==> config.mk <==
export PLATFORM = sky130hd
export DESIGN_NAME = key_event_encoder_flat
export DESIGN_NICKNAME = d
export VERILOG_FILES = /design/src/rtl/key_event_encoder_pkg.sv /design/src/rtl/key_event_encoder_if.sv /design/src/rtl/key_event_encoder_debounce_bit.sv /design/src/rtl/key_event_encoder.sv /design/src/flat_wrapper.sv
export SDC_FILE = /design/constraint.sdc
export NUM_CORES = 1
export LEC_CHECK = 0
export ABC_AREA = 1
export CORE_MARGIN = 3
export CORE_UTILIZATION = 40
export DETAILED_ROUTE_END_ITERATION = 12
export SETUP_SLACK_MARGIN = 0.3
export SLEW_MARGIN = 0
export SYNTH_ARGS = -nofsm -noshare
export SYNTH_HDL_FRONTEND = slang
export SYNTH_HIERARCHICAL = 1
export SYNTH_SLANG_ARGS = --single-unit
==> constraint.sdc <==
create_clock -name clk -period 1.74 [get_ports clk]
set_clock_uncertainty 0.2 [all_clocks]
set_input_delay 0.348 -clock clk [delete_from_list [all_inputs] [get_ports clk]]
set_output_delay 0.348 -clock clk [all_outputs]
set_load 0.1 [all_outputs]
==> src/rtl/key_event_encoder_pkg.sv <==
// key_event_encoder_pkg
//   Shared definitions for the key interface. Downstream key consumers import
//   this package as well, so the event direction encoding lives here.
//   Contents: default key count, event direction constants, output FSM state
//   encodings and a ceiling-log2 helper that never returns less than 1.
package key_event_encoder_pkg;

  localparam int NKEYS_DEFAULT = 4;

  // Event direction carried on evt_press.
  localparam logic EVT_PRESS   = 1'b1;
  localparam logic EVT_RELEASE = 1'b0;

  // Output FSM state encodings.
  typedef logic [0:0] evt_state_t;
  localparam evt_state_t ST_IDLE = 1'b0;
  localparam evt_state_t ST_HOLD = 1'b1;

  // Bits needed to hold values 0..value-1, with a floor of 1 bit so that a
  // single key or a two-cycle debounce still gets a usable vector.
  function automatic int clog2_min1(input int value);
    int width;
    width = 1;
    for (int i = 1; i < 31; i++) begin
      if ((1 << i) < value) begin
        width = i + 1;
      end
    end
    return width;
  endfunction

endpackage

==> src/rtl/key_event_encoder_if.sv <==
// key_event_encoder_if
//   Valid/ready event stream from the key encoder to its consumers.
//   Signals:
//     evt_valid  producer -> consumer  an event is being offered
//     evt_ready  consumer -> producer  event accepted when valid && ready
//     evt_code   producer -> consumer  index of the key that changed (0 = key1)
//     evt_press  producer -> consumer  1 = press, 0 = release
//   Modports: master (encoder side), slave (consumer side).
interface key_event_encoder_if #(
  parameter int CW = 2
);

  logic          evt_valid;
  logic          evt_ready;
  logic [CW-1:0] evt_code;
  logic          evt_press;

  modport master (
    output evt_valid,
    output evt_code,
    output evt_press,
    input  evt_ready
  );

  modport slave (
    input  evt_valid,
    input  evt_code,
    input  evt_press,
    output evt_ready
  );

endinterface

==> src/rtl/key_event_encoder_debounce_bit.sv <==
// key_debounce_bit
//   Synchroniser, debounce counter and stable flop for a single raw key.
//   Ports:
//     clk, rst   system clock, asynchronous active-high reset
//     key_n      raw key, active-low, asynchronous to clk
//     stable_n   debounced key, active-low, resets to released
//     chg        one-cycle pulse in the cycle before stable_n flips
//     chg_press  direction of that flip (1 = becoming pressed)
module key_debounce_bit
  import key_event_encoder_pkg::*;
#(
  parameter int DB_CYCLES = 8
) (
  input  logic clk,
  input  logic rst,
  input  logic key_n,
  output logic stable_n,
  output logic chg,
  output logic chg_press
);

  localparam int              CNTW     = clog2_min1(DB_CYCLES);
  localparam logic [CNTW-1:0] CNT_LAST = CNTW'(DB_CYCLES - 1);

  logic            sync_meta;
  logic            sync_n;
  logic            free_meta;
  logic            free_n;
  logic [CNTW-1:0] cnt;
  logic            held;
  logic            differ;
  logic            hit;

  // Two-flop synchroniser feeding the debouncer; parked at "released" in reset.
  always_ff @(posedge clk or posedge rst) begin
    if (rst) begin
      sync_meta <= 1'b1;
      sync_n    <= 1'b1;
    end else begin
      sync_meta <= key_n;
      sync_n    <= sync_meta;
    end
  end

  // Second synchroniser that keeps running through reset. It lets us tell,
  // right after reset, whether the key was already held down while reset was
  // asserted, which the reset-parked chain above cannot see.
  always_ff @(posedge clk) begin
    free_meta <= key_n;
    free_n    <= free_meta;
  end

  assign differ    = (sync_n != stable_n);
  assign hit       = differ && (cnt == CNT_LAST);
  assign chg_press = ~sync_n;

  // Count consecutive cycles of disagreement; a single agreeing cycle restarts
  // the count, and DB_CYCLES disagreeing samples in a row accept the change.
  always_ff @(posedge clk or posedge rst) begin
    if (rst) begin
      cnt      <= '0;
      stable_n <= 1'b1;
    end else if (!differ) begin
      cnt <= '0;
    end else if (hit) begin
      cnt      <= '0;
      stable_n <= sync_n;
    end else begin
      cnt <= cnt + 1'b1;
    end
  end

  // held marks a key that was down across reset. It is dropped as soon as the
  // free-running sample shows the key released, so a key released during
  // reset clears it on the first clock after reset.
  always_ff @(posedge clk or posedge rst) begin
    if (rst) begin
      held <= 1'b1;
    end else if (free_n) begin
      held <= 1'b0;
    end
  end

  // The press of a key held through reset still updates stable_n but raises
  // no event; its later release does.
  assign chg = hit && !(chg_press && held);

endmodule

==> src/rtl/key_event_encoder.sv <==
// key_event_encoder
//   Producer side of the key interface: debounces the raw active-low keys and
//   turns every accepted change into a press/release event on a valid/ready
//   stream.
//   Parameters: NKEYS, CLK_HZ, DEBOUNCE_MS (DB_CYCLES = CLK_HZ/1000*DEBOUNCE_MS,
//   must be at least 2).
//   Ports:
//     clk, rst      system clock, asynchronous active-high reset
//     key_n         raw keys, active-low, asynchronous
//     key_stable_n  debounced keys, active-low
//     evt           event stream (master modport of key_event_encoder_if)
//     ovf_clr       clears overflow
//     overflow      sticky: a key changed again before its event was sent
module key_event_encoder
  import key_event_encoder_pkg::*;
#(
  parameter int NKEYS       = NKEYS_DEFAULT,
  parameter int CLK_HZ      = 50_000_000,
  parameter int DEBOUNCE_MS = 20
) (
  input  logic                 clk,
  input  logic                 rst,
  input  logic [NKEYS-1:0]     key_n,
  output logic [NKEYS-1:0]     key_stable_n,
  key_event_encoder_if.master  evt,
  input  logic                 ovf_clr,
  output logic                 overflow
);

  localparam int DB_CYCLES = CLK_HZ / 1000 * DEBOUNCE_MS;
  localparam int CW        = clog2_min1(NKEYS);

  logic [NKEYS-1:0] chg;
  logic [NKEYS-1:0] chg_press;
  logic [NKEYS-1:0] pending;
  logic [NKEYS-1:0] dir;
  logic [NKEYS-1:0] take;
  logic [CW-1:0]    pick_idx;
  logic             pick_dir;
  logic             found;
  logic             load;
  evt_state_t       state;
  logic [CW-1:0]    code_q;
  logic             press_q;

  for (genvar g = 0; g < NKEYS; g++) begin : g_key
    key_debounce_bit #(
      .DB_CYCLES (DB_CYCLES)
    ) u_db (
      .clk       (clk),
      .rst       (rst),
      .key_n     (key_n[g]),
      .stable_n  (key_stable_n[g]),
      .chg       (chg[g]),
      .chg_press (chg_press[g])
    );
  end

  // Fixed-priority arbiter: lowest pending index wins.
  always_comb begin
    pick_idx = '0;
    pick_dir = EVT_RELEASE;
    found    = 1'b0;
    for (int i = 0; i < NKEYS; i++) begin
      if (pending[i] && !found) begin
        pick_idx = CW'(i);
        pick_dir = dir[i];
        found    = 1'b1;
      end
    end
  end

  // A new event is loaded from IDLE, or in HOLD on the same cycle the current
  // one is accepted, which gives back-to-back events at one per clock.
  assign load = found && ((state == ST_IDLE) || evt.evt_ready);

  always_comb begin
    take = '0;
    if (load) begin
      take[pick_idx] = 1'b1;
    end
  end

  // The chg pulse arrives the cycle before stable_n flips, so pending is set on
  // the same edge as the stable change. A change on a key being loaded keeps
  // its pending bit set as a fresh event while the old direction goes out.
  always_ff @(posedge clk or posedge rst) begin
    if (rst) begin
      pending  <= '0;
      dir      <= '0;
      overflow <= 1'b0;
    end else begin
      pending <= (pending & ~take) | chg;
      dir     <= (dir & ~chg) | (chg & chg_press);
      if (|(chg & pending)) begin
        overflow <= 1'b1;
      end else if (ovf_clr) begin
        overflow <= 1'b0;
      end
    end
  end

  // Output FSM: code/press only move on a load, so they hold while stalled.
  always_ff @(posedge clk or posedge rst) begin
    if (rst) begin
      state   <= ST_IDLE;
      code_q  <= '0;
      press_q <= EVT_RELEASE;
    end else if (load) begin
      state   <= ST_HOLD;
      code_q  <= pick_idx;
      press_q <= pick_dir;
    end else if ((state == ST_HOLD) && evt.evt_ready) begin
      state <= ST_IDLE;
    end
  end

  assign evt.evt_valid = (state == ST_HOLD);
  assign evt.evt_code  = code_q;
  assign evt.evt_press = press_q;

endmodule
==> src/flat_wrapper.sv <==
// flat-port wrapper written by rule: the top's interface ports become plain ports
module key_event_encoder_flat import key_event_encoder_pkg::*;
#(
  parameter int NKEYS       = NKEYS_DEFAULT,
  parameter int CLK_HZ      = 50_000_000,
  parameter int DEBOUNCE_MS = 20
)
  (clk, rst, key_n, key_stable_n, ovf_clr, overflow, evt_evt_valid, evt_evt_code, evt_evt_press, evt_evt_ready);
  key_event_encoder_if evt_i ();
  input  logic clk;
  input  logic rst;
  input  logic [NKEYS-1:0] key_n;
  output logic [NKEYS-1:0] key_stable_n;
  input  logic ovf_clr;
  output logic overflow;
  output wire logic [$bits(evt_i.evt_valid)-1:0] evt_evt_valid;
  output wire logic [$bits(evt_i.evt_code)-1:0] evt_evt_code;
  output wire logic [$bits(evt_i.evt_press)-1:0] evt_evt_press;
  input wire logic [$bits(evt_i.evt_ready)-1:0] evt_evt_ready;
  assign evt_evt_valid = evt_i.evt_valid;
  assign evt_evt_code = evt_i.evt_code;
  assign evt_evt_press = evt_i.evt_press;
  assign evt_i.evt_ready = evt_evt_ready;
  key_event_encoder #(.NKEYS(NKEYS), .CLK_HZ(CLK_HZ), .DEBOUNCE_MS(DEBOUNCE_MS)) u_core (.clk(clk), .rst(rst), .key_n(key_n), .key_stable_n(key_stable_n), .evt(evt_i), .ovf_clr(ovf_clr), .overflow(overflow));
endmodule
==> flow_summary.ini <==
[outcome]
outcome = finished, violations left
violations = setup timing

[synthesis]
synth_nets = 788
yosysSeqAreaShare_pct = 48.17
syn_area_mm2 = 0.006037
ys_warn_count = 6
syn_inst = 776
yosysUniqueCellTypes = 29
ys_seq_elements = 117
syn-mean-instance-area_um2 = 7.780

[critical_path]
cp.arrival_ns = 1.29
end_kind = output pin
critPathMaxFanout = 2
cp.required_ns = 1.19
path_class = flip-flop to output pin
crit_path_start_kind = flip-flop

[cts]
clock_latency_ns = 0.42
clock_tree.buffer_depth = 2
path_clk_slew_ns = 0.06
cts_tree = done
cts.htree.levels = 4
clock-sinks = 117
cts_hold_buf = 0
cts_root_buffer = clkbuf_16
cts_buffers = 17

[cells_and_area]
drive_above_1_share_pct = 43.69
mostFrequentLayoutCells = nand2_1, nor2_1, dfrtp_1, inv_1, buf_4
nNetsFinal = 903
antenna_cells = 0
final_common_cell = nand2_1
final_cells = 1088
areaGrowthSynthToFinish_pct = 49.51

[die]
core_mm2 = 0.01464
pin_count = 17
fp-row-count = 44
die_h_um = 128.9
die_area_mm2 = 0.01660
start_util_pct = 41.23
dieWidth_um = 128.9

[pwr]
leakagePower_nw = 3.835
p_per_area_mw_per_mm2 = 805.4
ir_drop_mv = 0.7993
p_total_mw = 7.270

[sta]
period_minus_slack_ns = 1.841
max-slew-margin-rel_pct = 71.11
holdWs_ns = 0.1305
max_freq_mhz = 543.1
final-max-slew-violation-count = 0
setup_viol = 6
finalCritPeriodShare_pct = 105.8
rsz0062_at_grt = true
setup_ws_ns = -0.1014
worst_pin_slew_ns = 0.4300
setup-tns-final_ns = -0.2481
hold_viol_final = 0

[worst_hold_path]
hp-class = input port to async pin

[detailed_routing]
drt_iter0_markers = 348
vias = 5515
wl_um = 15320
ant_nets = 0
wire_per_inst_um = 14.08
viasPerCell = 5.069
dr.pass1.iters = 5
drc = 0

[global_route]
grt_overflow = 0
grtUsageTotal_pct = 19.45
grt_pass1_wl_um = 26150
grt_pass1_vias = 5670
grt_max_degree = 25
antenna_found_initial = 0

[place]
portBuffers = 16
dpl.cell_count = 1010
routabilityCongestion = 0.9428
hpwl_um = 9849

[flow_run]
maxCapViolations = 0
## sequential cells by signal (all words and copies together), names as in the netlist, named ones only
| signal | flops |
|---|---|
| u_core/overflow | 1 |
| u_core/g_key.u_db/held | 4 |
| u_core/g_key.u_db/free_meta | 4 |
| u_core/evt.evt_press | 1 |
| u_core/g_key.u_db/sync_meta | 4 |
| u_core/g_key.u_db/sync_n | 4 |
| u_core/g_key.u_db/stable_n | 4 |
| u_core/g_key.u_db/cnt | 80 |
| u_core/pending | 4 |
| u_core/evt.evt_valid | 1 |
| u_core/g_key.u_db/free_n | 4 |
| u_core/evt.evt_code | 2 |
## worst paths after layout
| path | from | endpoint | slack, ns | cells past startpoint |
|---|---|---|---|---|
| max | u_core/g_key[3].u_db/stable_n | key_stable_n[3] | -0.10 | 2 |
| min | rst | u_core/pending[3] | 0.13 | 2 |
| max reg2reg | u_core/g_key[2].u_db/stable_n | u_core/g_key[2].u_db/cnt[3] | -0.02 | 8 |
| min reg2reg | u_core/g_key[2].u_db/free_meta | u_core/g_key[2].u_db/free_n | 0.13 | 0 |
| max in group asynchronous | rst | u_core/g_key[1].u_db/sync_n | 0.83 | 3 |
| min in group clk | u_core/g_key[2].u_db/free_meta | u_core/g_key[2].u_db/free_n | 0.13 | 0 |
## per-stage QoR
step	area, um2	utilization, %	setup WS [ns]
after global routing	9026	61.64	-0.1391
after detailed placement	7023	47.96	-0.01080
final	9026	61.64	-0.1014
after CTS	8509	58.11	-0.1235
after floorplan	6255	-	-0.1895
after global placement	7023	47.96	0.02835
## routing by layer
layer  track usage (%)  part of all wire [%]
met1             23.82                    43
met2             33.23                    51
met4             7.906                   2.3
met5                 0                     0
met3             4.317                   3.4
## where the power goes
group,internal [mW],switching (mW),leakage (nW)
registers,2.81,0.0803,1.50
clock network,2.19,1.32,0.278
logic,0.349,0.512,2.06
total,5.35,1.92,3.84
## cell usage after synthesis (all sizes together)
library cell,number,area share (%)
a21oi,13,1.1
a22oi,1,0.12
buf,8,1.2
clkinv,4,0.25
dfrtp,93,39
dfstp,16,7.0
dfxtp,8,2.7
ha,4,0.83
inv,95,5.9
mux2,1,0.19
nand2,171,11
nand3,82,7.3
nand4,16,1.7
nor2,182,13
nor3,17,1.4
o21ai,24,2.2
o21bai,1,0.12
or2,4,0.41
xnor2,8,1.2
xor2,28,4.1
## worst max-delay path: stages (launching register included)
cell	delay (ns)
dfstp_4	0.61
buf_6	0.10
buf_12	0.16
## repair_timing
action | CTS | global route
setup buffers | 17 | 21
gates cloned | 8 | 0
pin swaps | 44 | 47
gates resized for setup | 157 | 108
setup endpoints to repair | 102 | 102
hold endpoints to repair | 0 | 0
## layout make-up
cell class | instances | area [um2]
fillers | 1186 | 5618
multi-input cells | 553 | 3626
flip-flops and latches | 117 | 2942
repair buffers | 99 | 1136
clock buffers | 19 | 452.9
inverters | 99 | 424.2
well taps | 184 | 230.2
clock inverters | 13 | 150.1
repair inverters | 4 | 65.06
## kinds of logic after synthesis
group           count (synthesis)  synth area share, %
buf+inv                       107                7.399
compound gates                 39                3.565
fa+ha+maj                       4               0.8290
xor+xnor                       36                5.223
simple gates                  472                34.63
mux                             1               0.1865
flops                         117                48.17
Power figures use the tool's default switching activity.
